$ cat src/rtl/inst_writer.sv
// Encodes instruction requests into 32-bit words and streams them into instruction memory from address 0.
// One output stage register gives 1-cycle latency; a stalled write holds mem_we/mem_addr/mem_wdata and blocks in_ready.
module inst_writer #(
  parameter int ADDR_W = 8
) (
  input  logic              clk,
  input  logic              rst_n,
  input  logic              start,
  input  logic              in_valid,
  output logic              in_ready,
  input  logic [1:0]        in_type,
  input  logic [3:0]        in_cond,
  input  logic [3:0]        in_opcode,
  input  logic              in_s,
  input  logic              in_imm_en,
  input  logic              in_load,
  input  logic [3:0]        in_rn,
  input  logic [3:0]        in_rd,
  input  logic [3:0]        in_rm,
  input  logic [23:0]       in_imm,
  input  logic              in_last,
  output logic              mem_we,
  input  logic              mem_ready,
  output logic [ADDR_W-1:0] mem_addr,
  output logic [31:0]       mem_wdata,
  output logic              busy,
  output logic              done,
  output logic              full,
  output logic              err
);

  typedef enum logic [1:0] {
    IDLE = 2'd0,
    RUN  = 2'd1,
    HALT = 2'd2
  } state_t;

  localparam logic [ADDR_W-1:0] TOP_ADDR = '1;

  state_t            state;
  state_t            state_nxt;
  logic              stage_valid;
  logic [31:0]       stage_data;
  logic [ADDR_W-1:0] addr;
  logic              full_q;
  logic              err_q;
  logic              last_seen;

  logic              accept;
  logic              xfer;
  logic              at_top;
  logic              restart;
  logic              is_rsvd;
  logic              block_new;
  logic [11:0]       op2;
  logic [31:0]       enc;

  assign accept  = in_valid && in_ready;
  assign xfer    = stage_valid && mem_ready;
  assign at_top  = (addr == TOP_ADDR);
  assign restart = start && (state != RUN);
  assign is_rsvd = (in_type == 2'd3);

  // Once the last request or the top-address word is in flight, nothing more may enter.
  assign block_new = last_seen || (stage_valid && at_top);

  // Instruction encoder
  assign op2 = in_imm_en ? in_imm[11:0] : {8'h00, in_rm};

  always_comb begin
    enc = 32'h0;
    case (in_type)
      2'd0:    enc = {in_cond, 2'b00, in_imm_en, in_opcode, in_s, in_rn, in_rd, op2};
      2'd1:    enc = {in_cond, 2'b01, ~in_imm_en, 4'b1100, in_load, in_rn, in_rd, op2};
      2'd2:    enc = {in_cond, 3'b101, in_s, in_imm};
      default: enc = 32'h0;
    endcase
  end

  // FSM state register
  always_ff @(posedge clk or negedge rst_n) begin
    if (!rst_n) begin
      state <= IDLE;
    end else begin
      state <= state_nxt;
    end
  end

  // FSM next state
  always_comb begin
    state_nxt = state;
    case (state)
      IDLE: begin
        if (start) state_nxt = RUN;
      end
      RUN: begin
        // A reserved last request leaves the stage empty, so it ends the session on its own.
        if ((xfer && (last_seen || at_top)) || (last_seen && !stage_valid))
          state_nxt = HALT;
      end
      HALT: begin
        if (start) state_nxt = RUN;
      end
      default: state_nxt = IDLE;
    endcase
  end

  // FSM outputs
  always_comb begin
    in_ready = (state == RUN) && (!stage_valid || mem_ready) && !block_new;
    done     = (state == HALT);
    busy     = (state == RUN) || stage_valid;
  end

  // Session bookkeeping: address, sticky flags
  always_ff @(posedge clk or negedge rst_n) begin
    if (!rst_n) begin
      addr      <= '0;
      full_q    <= 1'b0;
      err_q     <= 1'b0;
      last_seen <= 1'b0;
    end else if (restart) begin
      addr      <= '0;
      full_q    <= 1'b0;
      err_q     <= 1'b0;
      last_seen <= 1'b0;
    end else begin
      if (xfer) begin
        if (at_top) full_q <= 1'b1;
        else        addr   <= addr + 1'b1;
      end
      if (accept && in_last) last_seen <= 1'b1;
      if (accept && is_rsvd) err_q     <= 1'b1;
    end
  end

  // Output stage; a load in the same cycle as a transfer simply replaces the departing word.
  always_ff @(posedge clk or negedge rst_n) begin
    if (!rst_n) begin
      stage_valid <= 1'b0;
      stage_data  <= 32'h0;
    end else if (accept && !is_rsvd) begin
      stage_valid <= 1'b1;
      stage_data  <= enc;
    end else if (xfer) begin
      stage_valid <= 1'b0;
    end
  end

  assign mem_we    = stage_valid;
  assign mem_addr  = addr;
  assign mem_wdata = stage_data;
  assign full      = full_q;
  assign err       = err_q;

endmodule

$ cat config.mk
export PLATFORM = sky130hd
export DESIGN_NAME = inst_writer
export DESIGN_NICKNAME = d
export VERILOG_FILES = /design/src/rtl/inst_writer.sv
export SDC_FILE = /design/constraint.sdc
export NUM_CORES = 1
export LEC_CHECK = 0
export ABC_AREA = 1
export ABC_CLOCK_PERIOD_IN_PS = 3100
export BUFFER_PORTS_ARGS = -buffer_cell sky130_fd_sc_hd__buf_4
export CORE_MARGIN = 2
export CORE_UTILIZATION = 25
export CTS_CLUSTER_DIAMETER = 40
export DETAILED_ROUTE_END_ITERATION = 7
export GPL_ROUTABILITY_DRIVEN = 0
export HOLD_SLACK_MARGIN = 0.08
export PLACE_DENSITY = 0.49
export RECOVER_POWER = 100
export SYNTH_ARGS = -nofsm -noshare
export SYNTH_HDL_FRONTEND = slang
export SYNTH_SLANG_ARGS = --single-unit
$ cat constraint.sdc
create_clock -name clk -period 3.1 [get_ports clk]
set_input_delay 0.31 -clock clk [delete_from_list [all_inputs] [get_ports clk]]
set_output_delay 0.31 -clock clk [all_outputs]
set_load 0.1 [all_outputs]
==> summary.txt <==
Global routing
  • Met3 usage: 0.0383
  • Grt met2 use: 0.213
  • Gr busiest metal: met2
  • Global route overflow: 0
  • Met1 usage: 0.168
  • Largest net degree at the start of global routing: between 40 and 50
  • GR Util All Layers: 0.130
  • First-pass GRT wire length: around 10,000 microns
  • Vias in the first global route: roughly 2,100
  • Initial antenna violation count: 0

Timing
  • Period minus WS final: 2.55 ns
  • Setup tns final: 0 ns
  • Final worst-path setup slack: roughly 0.55 ns
  • Worst Clk Skew: roughly 0.0090 ns
  • Final setup fails: 0
  • Fmax: approximately 400 MHz
  • Final Hold Vio Count: 0
  • Slew Limit Headroom: 0.195
  • RSZ-0062 raised after global routing: false
  • Final worst path period share: 0.823
  • Worst-Margin Slew: ~1.2 ns
  • Max-slew violations: 0

Routing
  • WL final: 6350 microns
  • Remaining DRCs: 0
  • Vias: about 2,100
  • Routed Antenna Nets: 0
  • Avg WL per Cell: about 13 microns
  • DR iter-0 viols: 72
  • Drt first pass iters: 4
  • Via density: ~4.4

Setup path
  • Critical path arrival: 2.24 ns
  • Startpoint types: flip-flop
  • Worst Path Required: ~2.8 ns
  • R2R cell count: 8
  • RR Startpoint: mem_addr[0]
  • Critical path capture point type: output pin
  • CP Max Fanout: 5
  • Setup CP Type: reg2out
  • Reg2reg setup slack: 0.95 ns
  • Reg-to-reg endpoint: mem_wdata[21]

Final layout
  • Layout cells sized above 1: 0.186
  • N_diodes: 0
  • P&R area growth vs syn: 32.7%
  • Fillers: a little under 1,000
  • Nets: about 440

Synthesis
  • Synth Register Bits: between 40 and 50
  • Post-Syn Instances: 281
  • Seq/Total Area, Yosys: 0.511
  • Post-Synthesis Cell Area: 2250 sq um
  • Syn_nets: roughly 340
  • Synth warn: 0
  • Post-synth cell types: 27
  • Synth Area per Inst: roughly 8 sq um

Placed design
  • Final HPWL DP: 4680 microns
  • Pre-CTS WS: around 1.0 ns
  • Port buffer count: 100

Clocking
  • Clock Sinks: 46
  • Setup Buffers After CTS: 0
  • CTS Buffer Depth: 2
  • Htree depth: 2
  • Total CTS buffers: 5
  • CTS tree: done
  • CTS resizes: 0
  • Clk_lat worst skew: ~0.3 ns
  • Clock Pin Slew Worst Setup and Hold Paths: roughly 0.09 ns
  • CTS root buf: clkbuf_8

Worst hold path
  • Hold WC Path Type: in2reg
  • Hold depth: 3
  • Hold path start: in_imm[11]
  • Worst hold endpoint: mem_wdata[11]

Job
  • # Max-Cap Violations: 0

Floorplan
  • IO Count: around 100
  • Die Footprint: roughly 9800 sq um
  • Core Region: 8720 sq um
  • Height of the die: between 90 and 100 microns
  • FP Rows: 34
  • Initial Util: 0.259
  • Die width: a little under 100 microns

Run status
  • Status: complete, no violations
critical path: stages, from the launching register on:
cell and delay (ns):
dfrtp_1 0.42, ha_1 0.24, nand2_1 0.10, nor2_1 0.09, nand3_4 0.10, nand3_1 0.08, inv_1 0.06, clkbuf_1 0.85
sequential cells by signal (all words and copies together) (netlist names):
signal     cells
mem_we         1
full           1
err            1
state          2
last_seen      1
mem_wdata     32
mem_addr       8
layer usage:
layer | wire (microns) | vias to the layer above
met5 | 0 | -
met4 | 78 | 0
met3 | 389 | 6
met2 | 3010 | 62
met1 | 2880 | 981
li1 | - | 1089
through the flow:
| step | utilization | instances | hold slack (ns) | area (sq um) |
|---|---|---|---|---|
| 2_1_floorplan | - | 281 | 0.0144 | 2250 |
| 5_1_grt | 0.343 | 490 | 0.199 | 2990 |
| 6_report | 0.343 | 490 | 0.199 | 2990 |
| 4_1_cts | 0.365 | 490 | 0.176 | 3190 |
| 3_5_place_dp | 0.354 | 481 | 0.374 | 3090 |
| 3_3_place_gp | 0.354 | 481 | 0.374 | 3090 |
cell usage after synthesis:
master	number	area share
inv_2	3	0.0050
nand4_1	4	0.011
nand3_4	1	0.0078
nand2_1	128	0.21
clkbuf_1	3	0.0050
a21oi_1	3	0.0067
nand2_4	1	0.0050
nand4_4	1	0.0094
ha_1	1	0.0055
a41oi_1	1	0.0039
inv_1	19	0.032
xor2_1	1	0.0039
o21ai_0	7	0.016
buf_6	3	0.015
buf_2	2	0.0044
or2_2	1	0.0028
a22o_1	11	0.043
dfrtp_1	46	0.51
o21bai_1	2	0.0067
nand2_2	2	0.0055
o22ai_1	1	0.0028
o21a_1	1	0.0033
o21ai_1	4	0.0089
nor2_4	1	0.0050
nor2_2	4	0.011
nand3_1	14	0.031
nor2_1	16	0.027
repair_timing:
action                                  4_1_cts  5_1_grt
endpoints found under the setup margin        0        0
hold endpoints to repair                     46        0
hold buffers                                  1        0
final cells by class:
class	count	area, sq um	area share
multi-input combinational	205	946	0.316
clock inverter	1	5.00	0.00167
inverter	22	82.6	0.0276
sequential	46	1150	0.385
timing repair buffer	101	586	0.196
clock buffer	7	86.3	0.0289
tap	108	135	0.0452
layout by cell type, fill, tap and decap left out, drive strengths merged, types with 5 or more instances in the layout:
cell type    n
clkbuf      54
a22o        11
inv         22
nor2        21
nand3       15
dfrtp       46
nand4        5
buf         53
o21ai       11
nand2      131
cell families after synthesis:
group | share of synthesized area
AOI/OAI and AO/OA | 0.0905
and+or+nand+nor | 0.329
buffers and inverters | 0.0610
DFF | 0.511
adders and majority gates | 0.00555
xor gates and xnor gates | 0.00389
worst max path at each step:
stage | start | to | cells after the start
2_1_floorplan | mem_addr[1] | in_ready | 6
3_3_place_gp | mem_addr[0] | mem_wdata[13] | 8
3_5_place_dp | mem_addr[0] | mem_wdata[12] | 8
4_1_cts | mem_addr[0] | mem_wdata[24] | 8
5_1_grt | mem_addr[0] | in_ready | 7
6_report | mem_addr[0] | in_ready | 7
Power is not shown: default switching activity piles up to over one toggle a cycle in this logic, so the estimate is an artifact.
